$ cat config.mk
export PLATFORM = sky130hd
export DESIGN_NAME = uart_tx_ctrl
export DESIGN_NICKNAME = d
export VERILOG_FILES = /design/src/rtl/uart_pkg.sv /design/src/rtl/uart_tx_shift.sv /design/src/rtl/uart_tx_ctrl.sv
export SDC_FILE = /design/constraint.sdc
export NUM_CORES = 1
export LEC_CHECK = 0
export CAP_MARGIN = 20
export CORE_MARGIN = 4
export CORE_UTILIZATION = 45
export CTS_BUF_LIST = sky130_fd_sc_hd__clkbuf_8
export DETAILED_ROUTE_END_ITERATION = 8
export PLACE_DENSITY_LB_ADDON = 0.25
export SLEW_MARGIN = 20
export SYNTH_ARGS = -nofsm -noshare
export SYNTH_HDL_FRONTEND = slang
export SYNTH_SLANG_ARGS = --single-unit
export TNS_END_PERCENT = 10
$ cat constraint.sdc
create_clock -name clk -period 3.8 [get_ports clk]
set_input_delay 0.38 -clock clk [delete_from_list [all_inputs] [get_ports clk]]
set_output_delay 0.38 -clock clk [all_outputs]
set_load 0.05 [all_outputs]
$ cat src/rtl/uart_pkg.sv
// Shared UART definitions: frame state encoding, parity modes, default
// frame parameters and the parity helper, for transmitter and receiver.
package uart_pkg;

    // Frame sequencing states
    typedef enum logic [2:0] {
        ST_IDLE   = 3'd0,
        ST_START  = 3'd1,
        ST_DATA   = 3'd2,
        ST_PARITY = 3'd3,
        ST_STOP   = 3'd4
    } uart_state_e;

    // Parity modes
    localparam int PAR_NONE = 0;
    localparam int PAR_EVEN = 1;
    localparam int PAR_ODD  = 2;

    // Default frame format
    localparam int DEF_CLKS_PER_BIT = 16;
    localparam int DEF_DATA_BITS    = 8;
    localparam int DEF_PARITY       = PAR_NONE;
    localparam int DEF_STOP_BITS    = 1;

    // Parity over the low nbits of data: XOR for even, inverted XOR for odd.
    // Returns 0 when parity is disabled.
    function automatic logic parity_bit(input logic [7:0] data,
                                        input int         nbits,
                                        input int         mode);
        logic acc;
        acc = 1'b0;
        for (int i = 0; i < 8; i++) begin
            if (i < nbits) begin
                acc = acc ^ data[i];
            end
        end
        if (mode == PAR_ODD) begin
            return ~acc;
        end else if (mode == PAR_EVEN) begin
            return acc;
        end
        return 1'b0;
    endfunction

endpackage

$ cat src/rtl/uart_tx_shift.sv
// Parallel-in / serial-out shift register for the UART transmitter.
// Loads a whole character, shifts right one place per shift strobe and
// presents bit 0 as the current serial bit. next_o exposes bit 1, the bit
// that becomes current after the next shift, so the controller can
// register the line value in the same edge the register shifts.
module uart_tx_shift
    import uart_pkg::*;
#(
    parameter int DATA_BITS = DEF_DATA_BITS
) (
    input  logic                 clk,
    input  logic                 rst,
    input  logic                 load_i,
    input  logic                 shift_i,
    input  logic [DATA_BITS-1:0] data_i,
    output logic                 serial_o,
    output logic                 next_o
);

    logic [DATA_BITS-1:0] data_q;
    logic [DATA_BITS-1:0] data_d;
    logic [DATA_BITS-1:0] shifted;

    // Right-shift network; a zero fills in from the top
    for (genvar gi = 0; gi < DATA_BITS; gi++) begin : g_bit
        if (gi == DATA_BITS - 1) begin : g_top
            assign shifted[gi] = 1'b0;
        end else begin : g_mid
            assign shifted[gi] = data_q[gi + 1];
        end
    end

    // Next register value: load has priority over shift
    always_comb begin
        data_d = data_q;
        if (load_i) begin
            data_d = data_i;
        end else if (shift_i) begin
            data_d = shifted;
        end
    end

    // Register update with synchronous clear
    always_ff @(posedge clk) begin
        if (rst) begin
            data_q <= '0;
        end else begin
            data_q <= data_d;
        end
    end

    assign serial_o = data_q[0];
    assign next_o   = data_q[1];

endmodule

$ cat src/rtl/uart_tx_ctrl.sv
// UART transmit controller. Accepts a character on a valid/ready handshake
// and emits start bit, data bits LSB first, optional parity bit and stop
// bit(s), each exactly CLKS_PER_BIT cycles long. The line and all status
// outputs come straight from flops; every line value is registered on the
// edge that enters the corresponding bit period.
module uart_tx_ctrl
    import uart_pkg::*;
#(
    parameter int CLKS_PER_BIT = DEF_CLKS_PER_BIT,
    parameter int DATA_BITS    = DEF_DATA_BITS,
    parameter int PARITY       = DEF_PARITY,
    parameter int STOP_BITS    = DEF_STOP_BITS
) (
    input  logic       clk,
    input  logic       rst,
    input  logic [7:0] tx_data,
    input  logic       tx_valid,
    output logic       tx_ready,
    output logic       tx,
    output logic       tx_busy,
    output logic       tx_done
);

    localparam int BAUD_W = $clog2(CLKS_PER_BIT);
    localparam int BIT_W  = $clog2(DATA_BITS);

    localparam logic [BAUD_W-1:0] BAUD_LAST  = BAUD_W'(CLKS_PER_BIT - 1);
    localparam logic [BIT_W-1:0]  BIT_LAST   = BIT_W'(DATA_BITS - 1);
    localparam logic              STOP_LAST  = 1'(STOP_BITS - 1);
    localparam bit                HAS_PARITY = (PARITY != PAR_NONE);

    uart_state_e       state_q;
    logic [BAUD_W-1:0] baud_q;
    logic [BIT_W-1:0]  bit_q;
    logic              stop_q;
    logic              parity_q;
    logic              tx_q;
    logic              busy_q;
    logic              ready_q;
    logic              done_q;

    logic              accept;
    logic              bit_end;
    logic              shift_en;
    logic              sr_serial;
    logic              sr_next;

    // A byte is taken only while idle; requests at other times are ignored
    assign accept   = tx_valid & ready_q;
    // Last cycle of the current bit period
    assign bit_end  = (baud_q == BAUD_LAST);
    // Advance the data register at every data bit boundary
    assign shift_en = (state_q == ST_DATA) & bit_end;

    uart_tx_shift #(
        .DATA_BITS (DATA_BITS)
    ) u_shift (
        .clk      (clk),
        .rst      (rst),
        .load_i   (accept),
        .shift_i  (shift_en),
        .data_i   (tx_data[DATA_BITS-1:0]),
        .serial_o (sr_serial),
        .next_o   (sr_next)
    );

    // Frame sequencer with baud/bit/stop counters and registered outputs
    always_ff @(posedge clk) begin
        if (rst) begin
            state_q  <= ST_IDLE;
            baud_q   <= '0;
            bit_q    <= '0;
            stop_q   <= 1'b0;
            parity_q <= 1'b0;
            tx_q     <= 1'b1;
            busy_q   <= 1'b0;
            ready_q  <= 1'b1;
            done_q   <= 1'b0;
        end else begin
            done_q <= 1'b0;

            // Baud counter free-runs within a frame; wraps at each bit end
            if (state_q != ST_IDLE) begin
                if (bit_end) begin
                    baud_q <= '0;
                end else begin
                    baud_q <= baud_q + 1'b1;
                end
            end

            case (state_q)
                ST_IDLE: begin
                    tx_q <= 1'b1;
                    if (accept) begin
                        state_q  <= ST_START;
                        baud_q   <= '0;
                        bit_q    <= '0;
                        stop_q   <= 1'b0;
                        parity_q <= parity_bit(tx_data, DATA_BITS, PARITY);
                        tx_q     <= 1'b0;
                        busy_q   <= 1'b1;
                        ready_q  <= 1'b0;
                    end
                end

                ST_START: begin
                    if (bit_end) begin
                        state_q <= ST_DATA;
                        tx_q    <= sr_serial;
                    end
                end

                ST_DATA: begin
                    if (bit_end) begin
                        if (bit_q == BIT_LAST) begin
                            bit_q <= '0;
                            if (HAS_PARITY) begin
                                state_q <= ST_PARITY;
                                tx_q    <= parity_q;
                            end else begin
                                state_q <= ST_STOP;
                                tx_q    <= 1'b1;
                            end
                        end else begin
                            bit_q <= bit_q + 1'b1;
                            tx_q  <= sr_next;
                        end
                    end
                end

                ST_PARITY: begin
                    if (bit_end) begin
                        state_q <= ST_STOP;
                        tx_q    <= 1'b1;
                    end
                end

                ST_STOP: begin
                    if (bit_end) begin
                        if (stop_q == STOP_LAST) begin
                            state_q <= ST_IDLE;
                            stop_q  <= 1'b0;
                            tx_q    <= 1'b1;
                            busy_q  <= 1'b0;
                            ready_q <= 1'b1;
                            done_q  <= 1'b1;
                        end else begin
                            stop_q <= stop_q + 1'b1;
                        end
                    end
                end

                default: begin
                    state_q <= ST_IDLE;
                    tx_q    <= 1'b1;
                    busy_q  <= 1'b0;
                    ready_q <= 1'b1;
                end
            endcase
        end
    end

    assign tx       = tx_q;
    assign tx_busy  = busy_q;
    assign tx_ready = ready_q;
    assign tx_done  = done_q;

endmodule

==> metrics.md <==
| Metric | Value |
|---|---|
| Syn avg cell area | `between 8 and 9 um2` |
| Synthesis warning total | `0` |
| PwrDens | `roughly 430 nW/um2` |
| RR Endpoint | `bit_q[0]` |
| TritonRoute pass-1 iters | `6` |
| Synth area leaders | `dfxtp_1 41%, a311oi_1 6.5%, nand2_1 6.3%` |
| Adder and majority cell fraction of the synthesized area | `between 3 and 4%` |
| Worst-case hold path end point | `u_shift.data_q[7]` |
| Residual DRC count | `0` |
| CTS clk-pin slew, worst paths | `approximately 0.08 ns` |
| Routed Wire Length | `approximately 2200 um` |
| Nets | `about 150` |
| Die Height | `approximately 57 um` |
| CP startpoint kind | `input pin` |
| WP data required | `4.01 ns` |
| Initial antenna violation count | `0` |
| Initial DRC count | `31` |
| Pleak | `between 0.4 and 0.5 nW` |
| First-pass GRT wire length | `~3700 um` |
| Post-DR wirelength/cell | `between 10 and 15 um` |
| Share of cells above drive strength 1 | `5.84%` |
| Skew final | `about 0.0044 ns` |
| HP Start | `u_shift.data_q[7]` |
| Clock latency on the worst-skew pair | `0.26 ns` |
| Mux contribution to synthesized area | `0%` |
| Port bufs | `14` |
| Post-CTS Setup Inserts | `0` |
| Largest family of logic cells by synthesized area | `simple AND/OR/NAND/NOR gates` |
| Die W | `approximately 57 um` |
| Post-CTS Hold Buffers | `0` |
| Worst reg2reg setup slack | `roughly 1.9 ns` |
| Fin. Hold Viols | `0` |
| RSZ-0062 raised after global routing | `no` |
| Post-Synth Simple-Gate Area | `about 29%` |
| Vias | `about 940` |
| Total Power | `549 uW` |
| H-tree Lvls | `1` |
| Status | `finished, final reports clean` |
| Complex-gate fraction of the synthesized area | `22.6%` |
| Post-synth cell types | `30` |
| Worst slew pin tran | `~0.79 ns` |
| Flop and latch count out of synthesis | `22` |
| Hold depth | `2` |
| Core area | `2230 um2` |
| Net Count, Synth | `approximately 140` |
| Syn Std Cell Area | `roughly 1100 um2` |
| Fin cells | `roughly 170` |
| CTS root buf | `clkbuf_8` |
| Setup TNS | `0 ns` |
| FF-to-FF path depth | `4` |
| Worst hold slack | `between 0.4 and 0.5 ns` |
| Tcrit/Tclk final | `between 50% and 60%` |
| Max_cap viols | `0` |
| Hold crit path type | `reg2reg` |
| R2R Path Start | `tx_ready` |
| Vias in the first global route | `821` |
| Largest net degree at the start of global routing | `24` |
| Tot GR Track Use | `14.2%` |
| Synth-to-Final Area Change | `19.5%` |
| Critical Path AT | `approximately 2.4 ns` |
| CP Capture Type | `flip-flop` |
| Yosys top cell by area | `dfxtp_1` |
| Register area share after synthesis | `~41%` |
| Peak VDD IR | `between 0.0002 and 0.00025 V` |
| Top FF cell, synth | `dfxtp_1` |
| Worst Path Class, Setup | `in2reg` |
| Top post-synthesis cells by count | `22 x dfxtp_1, 18 x nand2_1, 14 x nor2_1` |
| Max-slew violation count | `0` |
| CTS buffer count | `3` |
| Total grt overflow | `0` |
| PostCTS Resize Cnt | `0` |
| RePlAce Congestion | `roughly 0.75` |
| Yosys top cell area share | `about two fifths` |
| Post-Synthesis Cells | `128` |
| Die area | `roughly 3200 um2` |
| Crit path time final | `approximately 2.2 ns` |
| ANT cells | `0` |
| Max Fclk | `around 460 MHz` |
| Vias/cell | `roughly 5.7` |
| DP HPWL | `1540 um` |
| EDFF count, synth | `0` |
| I/O pin count | `15` |
| Post-route ant nets | `0` |
| Final setup viols | `0` |
| Clock tree sinks | `22` |
| Cell count after placement | `161` |
| Initial core utilization | `48.0%` |
| TritonCTS clock tree | `done` |
| # rows | `17` |
| CTS Buffer Depth | `2` |
| Post-Route Utilization | `57.4%` |
| Max_slew headroom | `about 47%` |
| Crit-path max FO | `20` |
| Count leader, synth | `dfxtp_1` |
| Xor/xnor share of the synthesized area | `0%` |
| FFs w/ async S/R, synth | `0%` |
[cell families (layout without fill, tap and decap cells)]
| logic type | Yosys count | count (layout) |
|---|---|---|
| DFF | 22 | 22 |
| AOI/OAI and AO/OA | 32 | 32 |
| and+or+nand+nor | 62 | 62 |
| adders and majority gates | 3 | 3 |
| buffers and inverters | 9 | 18 |
[per-stage QoR]
step	cell area, um2	setup WS [ns]
after floorplan	1070	2.06
after global placement	1210	1.44
after detailed placement	1210	1.38
after CTS	1280	1.66
after global routing	1280	1.54
final	1280	1.62
[critical path: stages]
cell	delay, ns
clkdlybuf4s50_1	0.53
nand2_1	0.41
or4_4	0.61
a2111oi_4	0.30
o21ba_1	0.14
[report_power, final]
| part | total [mW] | switching, mW | internal [mW] |
|---|---|---|---|
| Sequential | 0.257 | 0.0127 | 0.244 |
| Clock | 0.214 | 0.0733 | 0.141 |
| Combinational | 0.0782 | 0.0442 | 0.0340 |
| Total | 0.549 | 0.130 | 0.419 |
[routing by layer]
layer  track usage, %  vias up  wire [um]
met4             3.97        0         12
met1             19.6      434       1100
met5                0        -          0
met2             22.3        9       1080
met3             2.76        2         49
li1                 -      496          -
[cell type report]
type                    count  area (um2)
clock buffers               3        41.3
multi-input cells          97         594
repair buffers             14         140
clock inverters             1        30.0
well taps                  28        35.0
flip-flops and latches     22         440
fillers                   193         952
[flip-flops by register name, indices dropped and copies added (netlist names)]
register	flops
bit_q	3
baud_q	4
state_q	3
u_shift.data_q	8
tx_busy	1
tx	1
tx_ready	1
tx_done	1
[layout by cell type (no fill, tap or decap)]
cell             count
nand2_1             18
clkbuf_8             3
and4b_1              1
o21ai_0              3
or3b_4               1
o211ai_1             2
or3_1                1
a21oi_1             11
ha_1                 3
bufinv_16            1
nor2_4               1
a31oi_1              1
nor2_1              14
nand3b_1             1
nor3b_1              3
nor4_1               2
o21bai_1             2
nor3_1               5
or3b_1               1
clkdlybuf4s50_1     14
o2111ai_1            1
or4_4                1
a2111oi_4            1
nand3_1             11
and3_1               2
o21ba_1              1
a311oi_1             8
a2111o_1             1
o31a_1               1
dfxtp_1             22
[worst max path at each step]
stage / start / slack (ns) / cells after the start / to
floorplan: tx_ready / 2.06 / 4 / bit_q[0]
global placement: tx_valid / 1.44 / 5 / bit_q[0]
detailed placement: tx_valid / 1.38 / 5 / bit_q[0]
CTS: tx_valid / 1.66 / 5 / bit_q[0]
global route: tx_valid / 1.54 / 5 / bit_q[0]
finish: tx_valid / 1.62 / 5 / bit_q[0]
Power figures use the tool's default switching activity.
